[src/rtl/calc_core_seq.sv]
// Front-panel calculator core: button synchronisers, operand latch,
// pending-operation FSM and registered display/flag outputs.

module calc_btn_sync #(
    parameter int STAGES = 2
) (
    input  logic clk,
    input  logic rst_n,
    input  logic btn_n,
    input  logic warm,
    output logic press
);

    logic [STAGES-1:0] sync_q;
    logic [STAGES-1:0] sync_d;
    logic              prev_q;
    logic              prev_d;
    logic              armed_q;
    logic              armed_d;

    // A button held through reset must be seen released before it can fire.
    always_comb begin
        sync_d  = {sync_q[STAGES-2:0], btn_n};
        prev_d  = sync_q[STAGES-1];
        armed_d = armed_q | (warm & sync_q[STAGES-1]);
    end

    assign press = armed_q & prev_q & ~sync_q[STAGES-1];

    always_ff @(posedge clk) begin
        if (!rst_n) begin
            sync_q  <= '1;
            prev_q  <= 1'b1;
            armed_q <= 1'b0;
        end else begin
            sync_q  <= sync_d;
            prev_q  <= prev_d;
            armed_q <= armed_d;
        end
    end

endmodule

module calc_core_seq #(
    parameter int WIDTH       = 8,
    parameter int MUL_EN      = 1,
    parameter int SYNC_STAGES = 2
) (
    input  logic             clk,
    input  logic             rst_n,
    input  logic [WIDTH-1:0] in,
    input  logic             plus_n,
    input  logic             minus_n,
    input  logic             mul_n,
    input  logic             equal_n,
    input  logic             clear_n,
    output logic [WIDTH-1:0] disp_val,
    output logic             disp_blank,
    output logic             flag,
    output logic             op_pend,
    output logic [1:0]       op_code
);

    typedef enum logic [1:0] {
        ST_IDLE   = 2'd0,
        ST_PEND   = 2'd1,
        ST_RESULT = 2'd2
    } state_t;

    state_t             state_q;
    state_t             state_d;
    logic [WIDTH-1:0]   a_q;
    logic [WIDTH-1:0]   a_d;
    logic [WIDTH-1:0]   cap_q;
    logic [WIDTH-1:0]   cap_d;
    logic [WIDTH-1:0]   disp_q;
    logic [WIDTH-1:0]   disp_d;
    logic [1:0]         op_q;
    logic [1:0]         op_d;
    logic               blank_q;
    logic               blank_d;
    logic               flag_q;
    logic               flag_d;
    logic               pend_q;
    logic               pend_d;
    logic [SYNC_STAGES-1:0] warm_q;
    logic [SYNC_STAGES-1:0] warm_d;

    logic [4:0]         btn_n_raw;
    logic [4:0]         press;
    logic               pl_p;
    logic               mi_p;
    logic               mu_p;
    logic               eq_p;
    logic               clr_p;
    logic               op_hit;
    logic [1:0]         new_op;

    logic [WIDTH:0]     sum;
    logic [WIDTH:0]     diff;
    logic [2*WIDTH-1:0] prod;
    logic [WIDTH-1:0]   res;
    logic               res_flag;

    assign btn_n_raw = {clear_n, equal_n, mul_n, minus_n, plus_n};

    // Synchroniser outputs only mean something once they have been refilled after reset.
    assign warm_d = {warm_q[SYNC_STAGES-2:0], 1'b1};

    for (genvar i = 0; i < 5; i++) begin : g_btn
        calc_btn_sync #(
            .STAGES(SYNC_STAGES)
        ) u_sync (
            .clk  (clk),
            .rst_n(rst_n),
            .btn_n(btn_n_raw[i]),
            .warm (warm_q[SYNC_STAGES-1]),
            .press(press[i])
        );
    end

    always_comb begin
        clr_p  = press[4];
        eq_p   = press[3] & ~clr_p;
        pl_p   = press[0] & ~clr_p & ~eq_p;
        mi_p   = press[1] & ~clr_p & ~eq_p & ~press[0];
        mu_p   = (MUL_EN != 0) & press[2] & ~clr_p & ~eq_p
                 & ~press[0] & ~press[1];
        op_hit = pl_p | mi_p | mu_p;
        if (pl_p) begin
            new_op = 2'b01;
        end else if (mi_p) begin
            new_op = 2'b10;
        end else begin
            new_op = 2'b11;
        end
    end

    always_comb begin
        sum  = {1'b0, a_q} + {1'b0, in};
        diff = {1'b0, a_q} - {1'b0, in};
        prod = {{WIDTH{1'b0}}, a_q} * {{WIDTH{1'b0}}, in};
        res      = a_q;
        res_flag = 1'b0;
        case (op_q)
            2'b01: begin
                res      = sum[WIDTH-1:0];
                res_flag = sum[WIDTH];
            end
            2'b10: begin
                res      = diff[WIDTH-1:0];
                res_flag = diff[WIDTH];
            end
            2'b11: begin
                res      = prod[WIDTH-1:0];
                res_flag = |prod[2*WIDTH-1:WIDTH];
            end
            default: ;
        endcase
    end

    always_comb begin
        state_d = state_q;
        a_d     = a_q;
        cap_d   = cap_q;
        disp_d  = disp_q;
        op_d    = op_q;
        blank_d = blank_q;
        flag_d  = flag_q;
        pend_d  = pend_q;
        if (clr_p) begin
            state_d = ST_IDLE;
            a_d     = '0;
            op_d    = 2'b00;
            flag_d  = 1'b0;
            disp_d  = in;
            blank_d = 1'b0;
            pend_d  = 1'b0;
        end else begin
            case (state_q)
                ST_IDLE: begin
                    disp_d  = in;
                    blank_d = 1'b0;
                    pend_d  = 1'b0;
                    if (op_hit) begin
                        a_d     = in;
                        op_d    = new_op;
                        blank_d = 1'b1;
                        pend_d  = 1'b1;
                        state_d = ST_PEND;
                    end
                end
                ST_PEND: begin
                    if (eq_p) begin
                        disp_d  = res;
                        flag_d  = res_flag;
                        cap_d   = in;
                        op_d    = 2'b00;
                        blank_d = 1'b0;
                        pend_d  = 1'b0;
                        state_d = ST_RESULT;
                    end else if (op_hit) begin
                        op_d = new_op;
                    end
                end
                ST_RESULT: begin
                    if (op_hit) begin
                        a_d     = disp_q;
                        op_d    = new_op;
                        blank_d = 1'b1;
                        pend_d  = 1'b1;
                        state_d = ST_PEND;
                    end else if (!eq_p && (in != cap_q)) begin
                        disp_d  = in;
                        state_d = ST_IDLE;
                    end
                end
                default: begin
                    state_d = ST_IDLE;
                    disp_d  = in;
                    blank_d = 1'b0;
                    pend_d  = 1'b0;
                end
            endcase
        end
    end

    always_ff @(posedge clk) begin
        if (!rst_n) begin
            state_q <= ST_IDLE;
            a_q     <= '0;
            cap_q   <= '0;
            disp_q  <= '0;
            op_q    <= 2'b00;
            blank_q <= 1'b0;
            flag_q  <= 1'b0;
            pend_q  <= 1'b0;
            warm_q  <= '0;
        end else begin
            state_q <= state_d;
            a_q     <= a_d;
            cap_q   <= cap_d;
            disp_q  <= disp_d;
            op_q    <= op_d;
            blank_q <= blank_d;
            flag_q  <= flag_d;
            pend_q  <= pend_d;
            warm_q  <= warm_d;
        end
    end

    assign disp_val   = disp_q;
    assign disp_blank = blank_q;
    assign flag       = flag_q;
    assign op_pend    = pend_q;
    assign op_code    = op_q;

endmodule

[config.mk]
export PLATFORM = sky130hd
export DESIGN_NAME = calc_core_seq
export DESIGN_NICKNAME = d
export VERILOG_FILES = /design/src/rtl/calc_core_seq.sv
export SDC_FILE = /design/constraint.sdc
export NUM_CORES = 1
export LEC_CHECK = 0
export ABC_CLOCK_PERIOD_IN_PS = 5500
export CAP_MARGIN = 20
export CORE_MARGIN = 8
export CORE_UTILIZATION = 35
export CTS_CLUSTER_DIAMETER = 100
export DETAILED_ROUTE_END_ITERATION = 7
export DONT_BUFFER_PORTS = 1
export PLACE_DENSITY = 0.54
export SYNTH_ARGS = -nofsm -noshare
export SYNTH_HDL_FRONTEND = slang
export SYNTH_HIERARCHICAL = 1
export SYNTH_SLANG_ARGS = --single-unit
[constraint.sdc]
create_clock -name clk -period 5.5 [get_ports clk]
set_clock_uncertainty 0.2 [all_clocks]
set_input_delay 1.1 -clock clk [delete_from_list [all_inputs] [get_ports clk]]
set_output_delay 1.1 -clock clk [all_outputs]
set_load 0.01 [all_outputs]
==> impl_results.rst, run 1 <==
.. list-table::
   :header-rows: 1

   * - Metric
     - Value
   * - Result of the run
     - complete, no violations
   * - Clk Latency, worst-skew pair
     - between 0.2 and 0.3 ns
   * - Cell area power density
     - ~180 nW/um^2
   * - Measured slew at the worst slew-check pin
     - between 0.8 and 0.9 ns
   * - CP Buf/Inv Count
     - 2
   * - Leakage Power
     - roughly 2.5 nW
   * - I/O Pins
     - 28
   * - Synthesized Nets
     - roughly 730
   * - Weighted congestion at the end of routability-driven global placement
     - approximately 0.89
   * - Maximum number of pins on one net before global-route repair
     - 33
   * - Cell with the largest stage delay on the worst path
     - sky130_fd_sc_hd__a2111oi_0
   * - Peak supply drop
     - approximately 170 uV
   * - Area Overhead vs Synth
     - 6.67%
   * - Initial core utilization
     - between 30% and 40%
   * - Hold buffer count at CTS
     - 0
   * - Congestion Overflow GR
     - 0
   * - Fraction of post-synthesis cell area in the top cell type by area
     - 20.3%
   * - Cell Count, Final, Fillers Out
     - between 700 and 800
   * - Worst reg-to-reg path cell count
     - 14
   * - Top FF cell, synth
     - sky130_fd_sc_hd__dfxtp_1
   * - Full die area
     - between 15000 and 20000 um^2
   * - Count of buffers added by post-CTS timing repair for setup
     - 0
   * - Seq/Total Area, Yosys
     - roughly 20%
   * - Number of flip-flops and latches in the synthesized netlist
     - 52
   * - Synth top cells by count
     - sky130_fd_sc_hd__inv_1, sky130_fd_sc_hd__nand2_1, sky130_fd_sc_hd__dfxtp_1, sky130_fd_sc_hd__ha_1, sky130_fd_sc_hd__nor2_1
   * - Most instantiated library cell after synthesis
     - sky130_fd_sc_hd__inv_1
   * - Routed wire length
     - 13400 um
   * - Number of vias per cell after detailed routing
     - 5.23
   * - Remaining max-slew budget at the tightest pin
     - approximately 46%
   * - # diodes
     - 0
   * - Worst endpoint data arrival time
     - 5.20 ns
   * - Clock slew seen by the registers of the worst setup and hold paths
     - about 0.08 ns
   * - Share of final-layout standard cells stronger than drive strength 1
     - roughly 5.4%
   * - Root Buffer Master
     - sky130_fd_sc_hd__clkbuf_16
   * - Count of input and output buffers
     - 0
   * - Buffers from clock root to sink, at most
     - 2
   * - Unrepaired setup endpoints after global routing
     - false
   * - DP HPWL
     - 10400 um
   * - Gates resized, CTS repair
     - 0
   * - Row cnt
     - 44
   * - Layout Cell Area excl Fill
     - 5480 um^2
   * - Die boundary height
     - 137 um
   * - Area after detailed placement
     - ~5300 um^2
   * - Cell area after synthesis
     - around 5100 um^2
   * - First-pass GRT wire length
     - about 22000 um
   * - Total global-route track usage
     - around 14%
   * - Number of cells on the critical path
     - 14
   * - Synth Warn #
     - 6
   * - Area taken by flip-flops and latches
     - between 1000 and 1500 um^2
   * - DR iter-0 viols
     - between 300 and 400
   * - Hold path depth
     - 1
   * - Filler cell count in the final layout
     - roughly 1500
   * - Initial antenna violation count
     - 0
   * - Delay contributed by the slowest stage of the critical path
     - 0.61 ns
   * - Horizontal die dimension
     - approximately 140 um
   * - Required time at the worst-slack endpoint
     - ~5.5 ns
   * - Crit path max fanout
     - 12
   * - Routed wire per std cell
     - between 15 and 20 um
   * - Worst-path cell chain
     - ha_1, inv_1, fa_1, fa_1, inv_1, fa_1, ha_1, ha_1, a21oi_1, o21ai_0, a2111oi_0, o211ai_1, a211oi_1, a41oi_2
   * - Kind of start point of the critical path
     - primary input
   * - Average instance area after synthesis
     - just over 8 um^2
   * - Count of pins over their slew limit
     - 0
   * - Final worst path period need
     - roughly 5.2 ns
   * - Final nets
     - ~710
   * - DRC violation count after routing
     - 0
   * - Number of library cell types mapped by synthesis
     - 60
   * - Fin crit share
     - 95.1%
   * - Number of global-route vias before repair
     - approximately 4000
   * - Multi-input gate area
     - roughly 3700 um^2
   * - Placed insts
     - 786
   * - Via total after detailed routing
     - 4151
   * - Number of H-tree levels
     - 2
   * - Max-cap violation count
     - 0
   * - Detailed-router iteration count before antenna repair
     - 5
   * - Antenna violation net count after detailed routing
     - 0
   * - Number of CTS-inserted buffers
     - 5
   * - Min-delay worst type
     - register to register
   * - Final setup violation count
     - 0
   * - Number of instances in the synthesized netlist
     - 621
   * - Maximum achievable frequency
     - between 0.15 and 0.2 GHz
   * - Number of enable-type register cells in the synthesized netlist
     - 0
   * - Kind of cell adding the most delay to the critical path
     - adder cells
   * - Final hold violation count
     - 0
   * - Share of synthesized flip-flops with an asynchronous set or reset
     - 0%
   * - Synth top area cells
     - sky130_fd_sc_hd__dfxtp_1, sky130_fd_sc_hd__fa_1, sky130_fd_sc_hd__ha_1
   * - TritonCTS clock tree
     - yes
   * - Core Footprint
     - approximately 14000 um^2
   * - Critical path class
     - primary input to register
   * - Element type at the critical path end
     - register
   * - Post-synth top area cell
     - sky130_fd_sc_hd__dfxtp_1
   * - Total clock sinks
     - 52
## area by class of cell
type / count / share of cell area [%]
repair buffers: 9 / 1.23
multi-input cells: 467 / 67.7
flip-flops and latches: 52 / 19.0
clock buffers: 5 / 2.28
inverters: 74 / 5.07
clock inverters: 3 / 0.502
well taps: 184 / 4.20
## state kept, by name (all words and copies together) (netlist names), 2 cells and up
| name | count |
|---|---|
| state_q | 2 |
| g_btn.u_sync/prev_q | 5 |
| disp_val | 8 |
| warm_q | 2 |
| g_btn.u_sync/sync_q | 10 |
| a_q | 8 |
| g_btn.u_sync/armed_q | 5 |
| cap_q | 8 |
| op_code | 2 |
## per-stage QoR
stage	TNS [ns]	hold WS (ns)	power [mW]	setup slack, ns	utilization, %
floorplan	0	0.186	0.606	0.0458	-
global placement	0	0.190	0.661	0.0508	37.0
detailed placement	-0.0286	0.194	0.665	-0.0286	37.0
CTS	0	0.214	1.00	0.282	38.0
global route	0	0.229	1.05	0.0161	38.0
finish	0	0.209	0.986	0.270	38.0
## layout by cell type, fill, tap and decap left out, drive strengths merged, types with 19 or more instances in the layout
master / netlist / layout
inv: 74 / 75
o21ai: 25 / 25
fa: 38 / 38
and2: 34 / 34
ha: 52 / 52
a211oi: 19 / 19
dfxtp: 52 / 52
nor2: 50 / 50
a21oi: 33 / 33
nand2b: 24 / 24
nand2: 59 / 59
## per-layer routing
layer / part of all wire (%) / up-vias / global-route usage, %
li1: - / 2047 / -
met5: 0 / - / 0
met1: 48 / 1988 / 20.1
met3: 5.4 / 13 / 2.37
met2: 46 / 103 / 23.2
met4: 0.91 / 0 / 2.53
## power by group
part / total, mW / internal, mW / switching (mW)
clock network: 0.330 / 0.173 / 0.157
registers: 0.416 / 0.393 / 0.0222
logic: 0.241 / 0.103 / 0.138
total: 0.986 / 0.669 / 0.317
## logic make-up (layout without fill, tap and decap cells)
kind of cell | count (synthesis) | in the layout | synth area share [%]
mux | 18 | 18 | 4.33
simple gates | 221 | 221 | 21.7
buf+inv | 102 | 91 | 7.62
flops | 52 | 52 | 20.3
xor+xnor | 18 | 18 | 3.07
compound gates | 120 | 120 | 15.6
fa+ha+maj | 90 | 90 | 27.5
## path summary, 6_finish.rpt
path                             start  slack (ns)                        end
max                              in[5]        0.27                       flag
min          g_btn[2].u_sync/sync_q[0]        0.21  g_btn[2].u_sync/sync_q[1]
max reg2reg                     a_q[5]        0.40                       flag
min reg2reg  g_btn[2].u_sync/sync_q[0]        0.21  g_btn[2].u_sync/sync_q[1]
No activity file was read; power rests on OpenSTA's default activity.
==> inputs of run 2 (changes only) <==
--- a/config.mk
+++ b/config.mk
@@ -7,7 +7,7 @@
 export LEC_CHECK = 0
 export ABC_CLOCK_PERIOD_IN_PS = 5500
 export CAP_MARGIN = 20
-export CORE_MARGIN = 8
+export CORE_ASPECT_RATIO = 0.6
 export CORE_UTILIZATION = 35
 export CTS_CLUSTER_DIAMETER = 100
 export DETAILED_ROUTE_END_ITERATION = 7
==> impl_results.rst, run 2 (synthesis gave the netlist of run 1 again) <==
.. list-table::
   :header-rows: 1

   * - Metric
     - Value
   * - Gates resized, CTS repair
     - 0
   * - Critical Path Source
     - in[4]
   * - Share of final-layout standard cells stronger than drive strength 1
     - roughly 4.8%
   * - Largest register FFs
     - 10
   * - Sequential fraction of design power
     - between 40% and 50%
   * - Initial antenna violation count
     - 0
   * - Cell with the largest stage delay on the worst path
     - sky130_fd_sc_hd__fa_1
   * - DP HPWL
     - roughly 12000 um
   * - Crit path max fanout
     - 12
   * - Maximum number of pins on one net before global-route repair
     - 33
   * - Kind of start point of the critical path
     - primary input
   * - CP Buf/Inv Count
     - 4
   * - Fin crit share
     - a little over nine tenths
   * - Clock power share
     - around a third
   * - Total clock sinks
     - 52
   * - Core Footprint
     - 14000 um^2
   * - Detailed-router iteration count before antenna repair
     - 5
   * - Congestion Overflow GR
     - 0
   * - Initial core utilization
     - approximately 37%
   * - Setup TNS
     - 0 ns
   * - Unrepaired setup endpoints after global routing
     - false
   * - Count of input and output buffers
     - 0
   * - Number of vias per cell after detailed routing
     - ~5.3
   * - Net switching power
     - around 0.32 mW
   * - Final hold violation count
     - 0
   * - Horizontal die dimension
     - between 150 and 200 um
   * - Worst-path cell chain
     - and2_1, fa_1, inv_1, fa_1, inv_1, fa_1, inv_1, fa_1, inv_1, ha_1, a21o_1, a221oi_2, o31ai_1, nand4_1, or3b_1, a41oi_2
   * - Full die area
     - approximately 15000 um^2
   * - Area Overhead vs Synth
     - 6.30%
   * - Kind of cell adding the most delay to the critical path
     - adder cells
   * - Final nets
     - just over 700
   * - Critical path class
     - primary input to register
   * - Placed insts
     - between 700 and 800
   * - Die boundary height
     - around 96 um
   * - Weighted congestion at the end of routability-driven global placement
     - 0.924
   * - Final worst path period need
     - between 5 and 6 ns
   * - I/O Pins
     - 28
   * - Routed wire length
     - 14600 um
   * - Number of CTS-inserted buffers
     - 5
   * - Cell Int Power
     - around 0.67 mW
   * - Register with the most flip-flops
     - g_btn.u_sync/sync_q
   * - Peak supply drop
     - approximately 140 uV
   * - TritonCTS clock tree
     - yes
   * - Remaining max-slew budget at the tightest pin
     - 41.6%
   * - Leakage Power
     - around 2.5 nW
   * - Worst endpoint data arrival time
     - about 5.3 ns
   * - Number of global-route vias before repair
     - 4059
   * - Final setup violation count
     - 0
   * - Row cnt
     - 33
   * - Delay contributed by the slowest stage of the critical path
     - about 0.53 ns
   * - First-pass GRT wire length
     - 23300 um
   * - Result of the run
     - complete, no violations
   * - Max-cap violation count
     - 0
   * - # diodes
     - 0
   * - Count of pins over their slew limit
     - 0
   * - Top library cells by usage in the layout, fill and taps aside
     - sky130_fd_sc_hd__inv_1, sky130_fd_sc_hd__nand2_1, sky130_fd_sc_hd__ha_1, sky130_fd_sc_hd__dfxtp_1, sky130_fd_sc_hd__nor2_1
   * - Total global-route track usage
     - between 20% and 30%
   * - Count of buffers added by post-CTS timing repair for setup
     - 0
   * - Via total after detailed routing
     - 4241
   * - DR iter-0 viols
     - about 400
   * - Startpoint of the most critical hold path
     - g_btn[3].u_sync/sync_q[0]
   * - Most common cell after layout, fill and taps aside
     - sky130_fd_sc_hd__inv_1
   * - Routed wire per std cell
     - 18.3 um
   * - Maximum achievable frequency
     - approximately 0.19 GHz
   * - Measured slew at the worst slew-check pin
     - 0.874 ns
   * - Clk Latency, worst-skew pair
     - roughly 0.30 ns
   * - DRC violation count after routing
     - 0
   * - Number of H-tree levels
     - 2
   * - Root Buffer Master
     - sky130_fd_sc_hd__clkbuf_16
   * - Clock slew seen by the registers of the worst setup and hold paths
     - 0.07 ns
   * - Element type at the critical path end
     - register
   * - Cell area power density
     - ~180 nW/um^2
   * - Required time at the worst-slack endpoint
     - around 5.5 ns
   * - Cell Count, Final, Fillers Out
     - around 800
   * - Buffers from clock root to sink, at most
     - 2
   * - Antenna violation net count after detailed routing
     - 0
   * - Hold buffer count at CTS
     - 0
   * - Min-delay worst type
     - register to register
   * - Combinational power share
     - approximately 24%
   * - R2R Path Start
     - a_q[5]
   * - Switching part of the total
     - between 30% and 40%
run 2: changes by cell type in the layout (fill, tap and decap cells not counted):
cell                         delta
sky130_fd_sc_hd__buf_4          -3
sky130_fd_sc_hd__clkinvlp_4     -1
sky130_fd_sc_hd__clkbuf_1       +1
sky130_fd_sc_hd__inv_8          -1
sky130_fd_sc_hd__clkinv_4       -1
sky130_fd_sc_hd__inv_6          +2
run 2: per-stage QoR:
stage / hold WS (ns) / instance area [um^2] / utilization, % / setup slack [ns] / total power [mW]
2_1_floorplan: 0.186 / 5150 / - / 0.0458 / 0.606
3_3_place_gp: 0.188 / 5320 / 38.0 / 0.0257 / 0.661
3_5_place_dp: 0.192 / 5320 / 38.0 / -0.0457 / 0.665
4_1_cts: 0.210 / 5460 / 39.0 / 0.273 / 0.995
5_1_grt: 0.220 / 5460 / 39.0 / 0.0136 / 1.05
6_report: 0.207 / 5460 / 39.0 / 0.249 / 0.990
run 2: metal layers:
metal  GRT usage [%]  vias to the layer above  share of wire, %
met3            4.82                       11               7.6
li1                -                     2053                 -
met2            27.7                      119                37
met5               0                        -                 0
met4            2.64                        0              0.64
met1            33.5                     2058                55
run 2: final timing paths:
path / end / slack [ns] / depth (start not counted)
min: g_btn[3].u_sync/sync_q[1] / 0.21 / 1
max: flag / 0.25 / 16
min reg2reg: g_btn[3].u_sync/sync_q[1] / 0.21 / 1
max reg2reg: flag / 0.29 / 14
run 2: area by class of cell:
| cell class | count | area [um^2] |
|---|---|---|
| Timing Repair Buffer | 6 | 45.0 |
| Fill cell | 1473 | 8530 |
| Clock inverter | 2 | 17.5 |
| Sequential cell | 52 | 1040 |
| Tap cell | 192 | 240 |
| Clock buffer | 6 | 129 |
| Inverter | 74 | 278 |
| Multi-Input combinational cell | 467 | 3710 |
run 2: power groups by stage:
stage	Combinational [mW]	Sequential (mW)	Clock, mW
after floorplan	0.190	0.416	0
after CTS	0.239	0.420	0.337
final	0.240	0.420	0.330
after detailed placement	0.237	0.429	0
after global routing	0.271	0.423	0.356
after global placement	0.232	0.429	0
==> inputs of run 3 (changes only) <==
--- a/config.mk
+++ b/config.mk
@@ -6,8 +6,7 @@
 export NUM_CORES = 1
 export LEC_CHECK = 0
 export ABC_CLOCK_PERIOD_IN_PS = 5500
-export CAP_MARGIN = 20
-export CORE_ASPECT_RATIO = 0.6
+export CAP_MARGIN = 30
 export CORE_UTILIZATION = 35
 export CTS_CLUSTER_DIAMETER = 100
 export DETAILED_ROUTE_END_ITERATION = 7
==> constraint.sdc (replaced) <==
create_clock -name clk -period 5.5 [get_ports clk]
set_clock_uncertainty 0.2 [all_clocks]
set_input_delay 1.1 -clock clk [delete_from_list [all_inputs] [get_ports clk]]
set_output_delay 1.1 -clock clk [all_outputs]
set_load 0.005 [all_outputs]
==> impl_results.rst, run 3 (synthesis gave the netlist of run 1 again) <==
.. list-table::
   :header-rows: 1

   * - Metric
     - Value
   * - Register with the most flip-flops
     - g_btn.u_sync/sync_q
   * - Die boundary height
     - between 100 and 150 um
   * - Final hold violation count
     - 0
   * - Core Footprint
     - between 10000 and 15000 um^2
   * - Sink of the worst hold path
     - g_btn[4].u_sync/sync_q[1]
   * - I/O Pins
     - 28
   * - Multi-input gate area
     - 3720 um^2
   * - Antenna violation net count after detailed routing
     - 0
   * - Buffers from clock root to sink, at most
     - 2
   * - Final core occ
     - 38.7%
   * - Result of the run
     - complete, no violations
   * - Measured slew at the worst slew-check pin
     - roughly 0.86 ns
   * - Maximum number of pins on one net before global-route repair
     - 33
   * - Initial core utilization
     - 36.5%
   * - Final nets
     - 711
   * - Most common cell after layout, fill and taps aside
     - sky130_fd_sc_hd__inv_1
   * - Count of pins over their slew limit
     - 0
   * - Routed wire per std cell
     - around 16 um
   * - Largest register FFs
     - 10
   * - Congestion Overflow GR
     - 0
   * - TritonCTS clock tree
     - yes
   * - Startpoint of the most critical hold path
     - g_btn[4].u_sync/sync_q[0]
   * - Hold path depth
     - 1
   * - Required time at the worst-slack endpoint
     - about 5.5 ns
   * - Row cnt
     - 43
   * - Worst endpoint data arrival time
     - between 5 and 6 ns
   * - Final worst path period need
     - between 5 and 6 ns
   * - Crit path max fanout
     - 12
   * - Total global-route track usage
     - between 10% and 20%
   * - Number of CTS-inserted buffers
     - 5
   * - Leakage Power
     - approximately 2.5 nW
   * - Clock slew seen by the registers of the worst setup and hold paths
     - about 0.080 ns
   * - Unrepaired setup endpoints after global routing
     - false
   * - DR iter-0 viols
     - between 300 and 400
   * - Root Buffer Master
     - sky130_fd_sc_hd__clkbuf_16
   * - # diodes
     - 0
   * - Clk Latency, worst-skew pair
     - around 0.29 ns
   * - R2R Setup Slk
     - between 0.5 and 0.6 ns
   * - DRC violation count after routing
     - 0
   * - Full die area
     - approximately 15000 um^2
   * - Number of vias per cell after detailed routing
     - between 5 and 6
   * - Worst reg-to-reg path cell count
     - 16
   * - Share of final-layout standard cells stronger than drive strength 1
     - 5.11%
   * - Kind of start point of the critical path
     - primary input
   * - Via total after detailed routing
     - between 4000 and 5000
   * - R2R Path Start
     - a_q[3]
   * - Routed wire length
     - approximately 13000 um
   * - Initial antenna violation count
     - 0
   * - Area taken by flip-flops and latches
     - between 1000 and 1500 um^2
   * - Filler cell count in the final layout
     - between 1000 and 1500
   * - Count of buffers added by post-CTS timing repair for setup
     - 0
   * - Horizontal die dimension
     - approximately 120 um
   * - Top library cells by usage in the layout, fill and taps aside
     - sky130_fd_sc_hd__inv_1, sky130_fd_sc_hd__nand2_1, sky130_fd_sc_hd__ha_1, sky130_fd_sc_hd__dfxtp_1, sky130_fd_sc_hd__nor2_1
   * - Weighted congestion at the end of routability-driven global placement
     - slightly above 0.9
   * - Count of input and output buffers
     - 0
   * - Number of global-route vias before repair
     - approximately 4000
   * - Total clock sinks
     - 52
   * - Final Power
     - slightly below 1 mW
   * - First-pass GRT wire length
     - 20700 um
   * - Worst hold margin
     - around 0.22 ns
   * - Fin crit share
     - between 90% and 100%
   * - Cell area power density
     - around 180 nW/um^2
   * - Remaining max-slew budget at the tightest pin
     - 42.6%
   * - Final setup violation count
     - 0
   * - DP HPWL
     - 9930 um
   * - Maximum achievable frequency
     - 0.194 GHz
   * - Detailed-router iteration count before antenna repair
     - 6
   * - Peak supply drop
     - 118 uV
   * - Area Overhead vs Synth
     - 6.23%
   * - Element type at the critical path end
     - register
   * - Critical path class
     - primary input to register
   * - Number of H-tree levels
     - 2
   * - Min-delay worst type
     - register to register
   * - Worst r2r dst
     - flag
   * - Max-cap violation count
     - 0
run 3: cell count changes in the layout (fill, tap and decap cells not counted):
cell,delta
sky130_fd_sc_hd__inv_6,-2
sky130_fd_sc_hd__clkbuf_1,-1
sky130_fd_sc_hd__inv_8,+1
sky130_fd_sc_hd__a211oi_2,+1
sky130_fd_sc_hd__clkinv_4,+1
sky130_fd_sc_hd__a211oi_1,-1
sky130_fd_sc_hd__clkinvlp_4,+1
run 3: area by class of cell:
type | instances | area share, %
Inverter | 74 | 5.09
Clock buffer | 5 | 2.29
Clock inverter | 3 | 0.504
Sequential cell | 52 | 19.1
Timing Repair Buffer | 6 | 0.825
Multi-Input combinational cell | 467 | 68.1
Tap cell | 180 | 4.12
run 3: report_power, final:
part | internal, mW | switching [mW] | leakage (nW)
Clock | 0.173 | 0.154 | 0.0719
Combinational | 0.101 | 0.131 | 1.96
Sequential | 0.393 | 0.0248 | 0.427
Total | 0.667 | 0.310 | 2.45
run 3: layer usage:
metal	share of wire (%)	track usage (%)	vias to the layer above
li1	-	-	2049
met1	49	25.8	2058
met2	44	27.4	119
met3	6.2	3.51	12
met4	1.2	2.79	0
met5	0	0	-
run 3: worst max-delay path by stage:
| stage | end | startpoint | cells past startpoint | slack (ns) |
|---|---|---|---|---|
| finish | flag | in[4] | 16 | 0.34 |
| global route | flag | in[4] | 16 | 0.09 |
| CTS | flag | in[4] | 16 | 0.25 |
| detailed placement | flag | in[4] | 16 | -0.06 |
| global placement | flag | in[4] | 16 | 0.05 |
| floorplan | flag | in[4] | 17 | 0.05 |
run 3: timing repair:
action,4_1_cts,5_1_grt
endpoints found under the setup margin,0,1
hold endpoints to repair,0,0
hold buffers,0,0
gates resized for setup,0,1
run 3: through the flow:
stage | instance area, um^2 | setup slack, ns | TNS (ns) | cells
floorplan | 5150 | 0.0458 | 0 | 621
global placement | 5300 | 0.0547 | 0 | 779
detailed placement | 5300 | -0.0570 | -0.0570 | 779
CTS | 5460 | 0.250 | 0 | 787
global route | 5460 | 0.0949 | 0 | 787
finish | 5460 | 0.342 | 0 | 787
run 3: critical path, cell delays in order:
cell,delay [ns]
sky130_fd_sc_hd__and2_1,0.14
sky130_fd_sc_hd__fa_1,0.53
sky130_fd_sc_hd__inv_1,0.05
sky130_fd_sc_hd__fa_1,0.47
sky130_fd_sc_hd__inv_1,0.06
sky130_fd_sc_hd__fa_1,0.52
sky130_fd_sc_hd__inv_1,0.05
sky130_fd_sc_hd__fa_1,0.53
sky130_fd_sc_hd__inv_1,0.04
sky130_fd_sc_hd__ha_1,0.35
sky130_fd_sc_hd__a21o_1,0.20
sky130_fd_sc_hd__a221oi_2,0.36
sky130_fd_sc_hd__o31ai_1,0.15
sky130_fd_sc_hd__nand4_1,0.10
sky130_fd_sc_hd__or3b_1,0.36
sky130_fd_sc_hd__a41oi_2,0.15
